[config.mk]
export PLATFORM = sky130hd
export DESIGN_NAME = idli_sqi_fetch_m
export DESIGN_NICKNAME = d
export VERILOG_FILES = /design/src/rtl/idli_sqi_fetch_m.sv
export SDC_FILE = /design/constraint.sdc
export NUM_CORES = 1
export LEC_CHECK = 0
export BUFFER_PORTS_ARGS = -buffer_cell sky130_fd_sc_hd__buf_2
export CELL_PAD_IN_SITES_DETAIL_PLACEMENT = 1
export CELL_PAD_IN_SITES_GLOBAL_PLACEMENT = 1
export CORE_UTILIZATION = 41
export DETAILED_ROUTE_END_ITERATION = 16
export GPL_TIMING_DRIVEN = 1
export HOLD_SLACK_MARGIN = 0.03
export PLACE_DENSITY_LB_ADDON = 0.05
export REMOVE_ABC_BUFFERS = 1
export SKIP_LAST_GASP = 1
export SLEW_MARGIN = 15
export SYNTH_ARGS = -nofsm -noshare
export SYNTH_HDL_FRONTEND = slang
export SYNTH_SLANG_ARGS = --single-unit
[constraint.sdc]
create_clock -name i_sq_gck -period 2.05 [get_ports i_sq_gck]
set_input_delay 0.41 -clock i_sq_gck [delete_from_list [all_inputs] [get_ports i_sq_gck]]
set_output_delay 0.41 -clock i_sq_gck [all_outputs]
set_load 0.05 [all_outputs]
[src/rtl/idli_sqi_fetch_m.sv]
// SQI sequential-read fetch engine: issues READ 0x03 + 24b address, then streams
// one 16b instruction word every four GCK cycles, aligned to the shared sync counter.
module idli_sqi_fetch_m (
   input  logic        i_sq_gck,
   input  logic        i_sq_rst_n,
   input  logic        i_sq_redir,
   input  logic [15:0] i_sq_redir_addr,
   output logic [1:0]  o_sq_ctr,
   output logic [15:0] o_sq_enc,
   output logic        o_sq_enc_vld,
   output logic        o_sq_cs_n,
   output logic [3:0]  o_sq_sio,
   output logic        o_sq_sio_oe,
   input  logic [3:0]  i_sq_sio
);

   typedef enum logic [2:0] {
      ST_IDLE,
      ST_CMD,
      ST_ADDR,
      ST_DUMMY,
      ST_DATA
   } state_t;

   state_t            state_q, state_d;
   logic [2:0]        phase_q, phase_d;
   logic [1:0]        ctr_q;
   logic [15:0]       addr_q;
   logic [2:0][3:0]   nib_q;
   logic [23:0]       byte_addr;
   logic [3:0]        addr_nib;

   assign byte_addr = {7'b0, addr_q, 1'b0};

   always_ff @(posedge i_sq_gck or negedge i_sq_rst_n) begin
      if (!i_sq_rst_n) begin
         state_q <= ST_IDLE;
         phase_q <= 3'd0;
         ctr_q   <= 2'd0;
         addr_q  <= 16'd0;
         nib_q   <= '0;
      end else begin
         state_q <= state_d;
         phase_q <= phase_d;
         ctr_q   <= ctr_q + 2'd1;
         if (i_sq_redir)
            addr_q <= i_sq_redir_addr;
         // Nibble 3 is never stored: it is forwarded straight from the pins.
         if (state_q == ST_DATA) begin
            case (ctr_q)
               2'd0:    nib_q[0] <= i_sq_sio;
               2'd1:    nib_q[1] <= i_sq_sio;
               2'd2:    nib_q[2] <= i_sq_sio;
               default: nib_q    <= nib_q;
            endcase
         end
      end
   end

   always_comb begin
      addr_nib = 4'h0;
      case (phase_q)
         3'd0:    addr_nib = byte_addr[23:20];
         3'd1:    addr_nib = byte_addr[19:16];
         3'd2:    addr_nib = byte_addr[15:12];
         3'd3:    addr_nib = byte_addr[11:8];
         3'd4:    addr_nib = byte_addr[7:4];
         3'd5:    addr_nib = byte_addr[3:0];
         default: addr_nib = 4'h0;
      endcase
   end

   always_comb begin
      state_d     = state_q;
      phase_d     = phase_q + 3'd1;
      o_sq_cs_n   = 1'b1;
      o_sq_sio_oe = 1'b0;
      o_sq_sio    = 4'h0;
      case (state_q)
         ST_IDLE: begin
            phase_d = 3'd0;
            // Leaving at ctr==1 puts CMD at ctr==2, so the first data nibble lands on ctr==0.
            if (ctr_q == 2'd1)
               state_d = ST_CMD;
         end
         ST_CMD: begin
            o_sq_cs_n   = 1'b0;
            o_sq_sio_oe = 1'b1;
            o_sq_sio    = phase_q[0] ? 4'h3 : 4'h0;
            if (phase_q == 3'd1) begin
               state_d = ST_ADDR;
               phase_d = 3'd0;
            end
         end
         ST_ADDR: begin
            o_sq_cs_n   = 1'b0;
            o_sq_sio_oe = 1'b1;
            o_sq_sio    = addr_nib;
            if (phase_q == 3'd5) begin
               state_d = ST_DUMMY;
               phase_d = 3'd0;
            end
         end
         ST_DUMMY: begin
            o_sq_cs_n = 1'b0;
            if (phase_q == 3'd1) begin
               state_d = ST_DATA;
               phase_d = 3'd0;
            end
         end
         ST_DATA: begin
            o_sq_cs_n = 1'b0;
            phase_d   = 3'd0;
         end
         default: begin
            state_d = ST_IDLE;
            phase_d = 3'd0;
         end
      endcase
      if (i_sq_redir) begin
         state_d = ST_IDLE;
         phase_d = 3'd0;
      end
   end

   assign o_sq_ctr     = ctr_q;
   assign o_sq_enc     = {i_sq_sio, nib_q[2], nib_q[1], nib_q[0]};
   assign o_sq_enc_vld = (state_q == ST_DATA) && (ctr_q == 2'd3) && !i_sq_redir;

endmodule

==> metrics.txt, run 1 <==
routability-driven placement congestion ratio 0.747; Initial Utilization 44.0%; DR pass1 iterations 4; Final Routed Wirelength 4.07 mm; LEAKAGE 0.00110 uW; list of most frequent post-synthesis cells 36 x sky130_fd_sc_hd__dfrtp_1, 24 x sky130_fd_sc_hd__mux2_2, 8 x sky130_fd_sc_hd__nor2_1; area of the multi-input gates 858 um^2; wire length per cell after detailed routing 16.5 um; met3 routed wirelength 151 um; FF+latch area 905 um^2; final hold viol count 0; net load switching power 366 uW; vertical die dimension 68.7 um; critical path startpoint category flop; clock latency reported for the late side of the worst-skew pair 0.29 ns; top routing layer in use met4; setup TNS -0.00104 ns; outcome finished with violations; number of placed cells counting well taps 233; met2 wire len 2.05 mm; required arrival time at the worst endpoint 1.64 ns; number of H-tree levels 2; area fraction of the dominant cell type after synthesis 49.4%; final-report max-slew violation count 0; buffers added on ports 47; number of nets with antenna violations after routing 0; number of clock sinks 36; failing checks setup timing; vias per cell 5.12; ranking of synthesized cells by area sky130_fd_sc_hd__dfrtp_1 49%, sky130_fd_sc_hd__mux2_2 15%, sky130_fd_sc_hd__ha_1 3.4%, sky130_fd_sc_hd__mux2_4 3.3%, sky130_fd_sc_hd__buf_6 3.1%; Floorplan Core Area 0.00414 mm^2; CTS tree built; number of antenna violations at the first check in global routing 0; die area 0.00472 mm^2; DRC violation total after the first TritonRoute iteration 48; final core occ 55.6%; count of non-filler cells in the finished layout 246; floorplan die width 68.7 um; cell accounting for the most synthesized area sky130_fd_sc_hd__dfrtp_1; slew at the pin with the worst max-slew slack 0.795 ns; share of the cycle needed by the critical path after routing 100%; Clock Tree Root sky130_fd_sc_hd__clkbuf_8; maximum number of pins on one net before global-route repair 37; number of distinct standard cells referenced by the synthesized netlist 40; final-stage net count 223; wire length of the first global-routing pass 6.15 mm; part of the Yosys area used for sequential elements 49.4%; placed wire-length estimate after detailed placement 2.99 mm; Internal Power 1170 uW; slack of the critical path -0.00104 ns; post-synthesis to final-layout area growth 26.3%; largest fanout on the critical path 5; setup-violating endpoint count in the final report 1; upper clock frequency limit 0.488 GHz; total global-route track usage 18.2%; Max VDD drop 404 uV; switching portion of total power 23.8%; type of the tightest min-delay check in -> async; total CTS buffers 5; Setup Skew 0.00915 ns; number of register bits inferred by synthesis 36; total overflow reported by the global router 0; number of antenna diodes 0; leading cell type by number of instances after synthesis sky130_fd_sc_hd__dfrtp_1; layout cells sized above 1 61.2%; via count of the first global-routing pass 1288; total vias in the final route 1259; logic gate share of total power 9.7%; fill count 457; count of hold-fix buffers inserted at cts 0; count of flip-flops with a built-in enable after synthesis 0; minimum clock period 2.05 ns; Worst Hold Margin 0.203 ns; type of the worst setup path reg -> out; RSZ-0062 raised after global routing true; power density over cell area 666 mW/mm^2; launching instance or port of the critical path phase_q[0]; proportion of synthesized flip-flops having asynchronous set or reset 100%; number of standard-cell rows in the floorplan 23; routed metal-1 wirelength 1.82 mm; average cell area after synthesis 12.8 um^2; worst endpoint data arrival time 1.64 ns; Clk network pwr share 40.1%; synthesized area 0.00182 mm^2; sequential group share of total power 50.1%; worst setup slack before clock tree synthesis 0.147 ns; Max Cap Viol 0; element type at the critical path end primary output; I/O pins 48; clock tree buffer depth 2; Syn Inst Count 143; post-route DRC violation count 0; warnings from Yosys 0; Clk pin slew, worst setup/hold paths 0.08 ns; worst slew margin relative to its limit 47.0%; launching point of the worst reg2reg path o_sq_ctr[1]; most frequently used flop master after synthesis sky130_fd_sc_hd__dfrtp_1
## worst max-delay path: stages (launching register included)
cell and delay, ns:
sky130_fd_sc_hd__dfrtp_1 0.40, sky130_fd_sc_hd__and2_4 0.17, sky130_fd_sc_hd__ha_4 0.17, sky130_fd_sc_hd__a32oi_1 0.19, sky130_fd_sc_hd__o311a_1 0.21, sky130_fd_sc_hd__o21ai_2 0.06
sky130_fd_sc_hd__buf_6 0.16
## kinds of logic after synthesis
| group | synth area share, % |
|---|---|
| xor gates and xnor gates | 1.92 |
| AOI/OAI and AO/OA | 7.06 |
| DFF | 49.4 |
| and+or+nand+nor | 13.2 |
| adders and majority gates | 3.43 |
| muxes | 18.1 |
| buffers and inverters | 6.86 |
## path summary, 6_finish.rpt
kind	slack, ns	cells past startpoint	end
worst max-delay path	-0.001	6	o_sq_sio[0]
worst min-delay path	0.20	1	o_sq_ctr[1]
worst max register to register	0.46	5	o_sq_enc[6]
worst min register to register	0.51	1	o_sq_enc[1]
max in group asynchronous	1.29	1	state_q[1]
min in group i_sq_gck	0.32	3	addr_q[15]
## final cells by class
type	count	area share, %
multi-input combinational	89	37.2
clock buffer	6	3.15
inverter	5	0.814
clock inverter	2	1.52
timing repair buffer	58	15.3
tap	50	2.71
sequential	36	39.3
## placed cells by master, fill, tap and decap left out, drive strengths merged
| cell type | Yosys | final |
|---|---|---|
| or2 | 1 | 1 |
| clkinv | 0 | 1 |
| a32o | 1 | 1 |
| and3 | 3 | 3 |
| and2 | 1 | 1 |
| o311a | 1 | 1 |
| nor4 | 1 | 1 |
| o21ai | 6 | 6 |
| o2bb2ai | 2 | 2 |
| a32oi | 1 | 1 |
| nand3 | 1 | 1 |
| inv | 5 | 5 |
| buf | 13 | 58 |
| ha | 5 | 5 |
| o32ai | 1 | 1 |
| xnor2 | 3 | 3 |
| dfrtp | 36 | 36 |
| xor2 | 1 | 1 |
| nand2 | 5 | 5 |
| a21oi | 4 | 4 |
| nand2b | 2 | 2 |
| mux2 | 28 | 28 |
| nor3b | 3 | 3 |
| clkbuf | 0 | 6 |
| nor2b | 3 | 3 |
| and2b | 1 | 1 |
| or4b | 1 | 1 |
| a222oi | 2 | 2 |
| nor3 | 2 | 2 |
| bufinv | 0 | 1 |
| nor2 | 9 | 9 |
| nand3b | 1 | 1 |
## flip-flops by register name, indices dropped and copies added (netlist names)
signal and flops:
addr_q 16, o_sq_enc 12, phase_q 3, state_q 3
o_sq_ctr 2
## power by group through the flow
stage / logic, uW / registers [uW] / clock network, uW
after floorplan: 48.2 / 799 / 0
after global placement: 144 / 782 / 0
after detailed placement: 150 / 783 / 0
after CTS: 151 / 770 / 632
after global routing: 161 / 775 / 664
final: 150 / 770 / 617
## per-layer routing
layer  vias up  GRT usage (%)
met1       624           23.1
met3         6           4.77
li1        600              -
met2        29           30.3
met4         0           5.36
met5         -              0
## metrics by stage
stage / instance area [um^2] / total power, uW
after floorplan: 1720 / 847
after global placement: 2060 / 926
after detailed placement: 2060 / 934
after CTS: 2240 / 1550
after global routing: 2300 / 1600
final: 2300 / 1540
## what timing repair did
item                       in CTS  in global routing
gates resized for setup        17                 13
setup endpoints to repair       5                  5
pin swaps                       2                  6
setup buffers                   1                  4
(Power assumes the default switching activity.)
==> run 2: changes to the inputs <==
--- a/config.mk
+++ b/config.mk
@@ -13,7 +13,9 @@
 export GPL_TIMING_DRIVEN = 1
 export HOLD_SLACK_MARGIN = 0.03
 export PLACE_DENSITY_LB_ADDON = 0.05
+export RECOVER_POWER = 100
 export REMOVE_ABC_BUFFERS = 1
+export SETUP_SLACK_MARGIN = 0.02
 export SKIP_LAST_GASP = 1
 export SLEW_MARGIN = 15
 export SYNTH_ARGS = -nofsm -noshare
==> metrics.txt, run 2 (synthesis gave the netlist of run 1 again) <==
outcome complete, no violations; largest reg by FF count addr_q; number of placed cells counting well taps 233 (unchanged); type of the tightest min-delay check in -> async; via count of the first global-routing pass 1296 (+0.62%); minimum setup slack among reg-to-reg paths 0.47 ns (about the same); number of antenna violations at the first check in global routing 0 (unchanged); power density over cell area 663 mW/mm^2 (-0.52%); maximum number of pins on one net before global-route repair 37 (unchanged); fill count 457 (unchanged); path depth of the worst reg2reg path 5 (unchanged); GR met2 Demand/Resource 30.5% (+0.25 points); floorplan die width 68.7 um (unchanged); routability-driven placement congestion ratio 0.747 (unchanged); clock latency reported for the late side of the worst-skew pair 0.29 ns (about the same); total vias in the final route 1262 (+0.24%); highest-utilization routing layer at the global route stage met2; upper clock frequency limit 0.490 GHz (+0.55%); count of non-filler cells in the finished layout 249 (+1.2%); max FFs per register 16 (unchanged); setup-violating endpoint count in the final report 0 (-1); Clock Tree Root sky130_fd_sc_hd__clkbuf_8; wire length of the first global-routing pass 6.21 mm (+1.0%); met1 Usage GRT 23.4% (+0.31 points); wire length per cell after detailed routing 16.4 um (-0.79%); vias per cell 5.07 (-0.97%); vertical die dimension 68.7 um (unchanged); leading cell types in the layout, fill and taps excluded 36 x sky130_fd_sc_hd__buf_2, 33 x sky130_fd_sc_hd__dfrtp_1, 24 x sky130_fd_sc_hd__mux2_2; CTS tree built; final-stage net count 226 (+1.3%); post-route DRC violation count 0 (unchanged); minimum clock period 2.04 ns (-0.0112 ns); total global-route track usage 18.4% (+0.17 points); I/O pins 48 (unchanged); Setup Skew 0.00951 ns (+0.000360 ns); share of the cycle needed by the critical path after routing 99.5% (-0.55 points); LEAKAGE 0.00109 uW (-0.69%); Clk pin slew, worst setup/hold paths 0.08 ns (about the same); placed wire-length estimate after detailed placement 2.99 mm (unchanged); type of the worst setup path reg -> out; Floorplan Core Area 0.00414 mm^2 (unchanged); total CTS buffers 5 (unchanged); number of H-tree levels 2 (unchanged); slew at the pin with the worst max-slew slack 0.894 ns (+0.0990 ns); worst endpoint data arrival time 1.63 ns (about the same); required arrival time at the worst endpoint 1.64 ns (about the same); GR met3 Demand/Resource 4.77% (unchanged); number of nets with antenna violations after routing 0 (unchanged); final hold viol count 0 (unchanged); RSZ-0062 raised after global routing true; die area 0.00472 mm^2 (unchanged); count of hold-fix buffers inserted at cts 0 (unchanged); worst slew margin relative to its limit 40.4% (-6.6 points); number of clock sinks 36 (unchanged); Initial Utilization 44.0% (unchanged); leading cell type in the layout, fill and taps excluded sky130_fd_sc_hd__buf_2; clock tree buffer depth 2 (unchanged); post-synthesis to final-layout area growth 26.8%; launching point of the worst reg2reg path o_sq_ctr[1]; final-report max-slew violation count 0 (unchanged); number of standard-cell rows in the floorplan 23 (unchanged); DR pass1 iterations 6 (+2); Max Cap Viol 0 (unchanged); element type at the critical path end primary output; Final Routed Wirelength 4.09 mm (+0.42%); total overflow reported by the global router 0 (unchanged); total power 1530 uW (-0.14%); number of antenna diodes 0 (unchanged); largest fanout on the critical path 5 (unchanged); Max VDD drop 404 uV (about the same); buffers added on ports 47 (unchanged); terminus of the critical flop-to-flop path o_sq_enc[6]; layout cells sized above 1 58.8% (-2.4 points); DRC violation total after the first TritonRoute iteration 48 (unchanged); critical path startpoint category flop
run 2: cell types whose count changed in the layout (fill, tap and decap cells not counted), sizes merged:
cell / delta
buf: -4
clkbuf: +7
run 2: worst max-delay path, cell delays in order (launching register included):
cell and delay (ns):
sky130_fd_sc_hd__dfrtp_2 0.46, sky130_fd_sc_hd__nor2b_4 0.16, sky130_fd_sc_hd__buf_4 0.13, sky130_fd_sc_hd__a32oi_1 0.17, sky130_fd_sc_hd__o311a_1 0.20, sky130_fd_sc_hd__o21ai_2 0.06, sky130_fd_sc_hd__buf_6 0.16
run 2: worst max path at each step:
stage | to | slack (ns) | from
after CTS | o_sq_sio[0] | 0.003 | phase_q[2]
final | o_sq_sio[0] | 0.01 | phase_q[2]
after global placement | o_sq_sio[3] | 0.18 | phase_q[1]
after floorplan | o_sq_enc_vld | -0.38 | o_sq_ctr[1]
after detailed placement | o_sq_sio[3] | 0.15 | phase_q[1]
after global routing | o_sq_sio[2] | -0.06 | phase_q[0]
run 2: per-layer routing:
metal / routed length (um) / vias up
met5: 0 / -
met4: 48 / 0
met3: 159 / 7
met2: 2050 / 30
met1: 1830 / 622
li1: - / 603
run 2: timing repair:
action | in CTS | in global routing
buffers inserted | 2 | 6
pin swaps | 2 | 7
endpoints found under the setup margin | 5 | 5
resized for setup | 19 | 10
run 2: stage by stage:
stage	instance area [um^2]	TNS [ns]	hold WS [ns]	utilization, %	worst slack [ns]
after floorplan	1720	-0.908	0.114	-	-0.382
after global placement	2060	0	0.487	49.7	0.183
after detailed placement	2060	0	0.491	49.7	0.147
after CTS	2250	0	0.228	54.3	0.00320
after global routing	2310	-0.196	0.303	55.8	-0.0608
final	2310	0	0.237	55.8	0.0102
run 2: final cells by class:
cell class                 instances  area [um^2]  area share, %
clock buffer                       6         72.6           3.14
clock inverter                     2         35.0           1.51
inverter                           5         18.8          0.811
multi-input combinational         89          855           36.9
sequential                        36          905           39.1
tap                               50         62.6           2.70
timing repair buffer              61          365           15.8
run 2: where the power goes:
part           switching, uW  internal, uW  total (uW)
clock                    256           361         617
combinational           88.6          59.3         148
sequential              20.9           748         769
total                    365          1170        1530
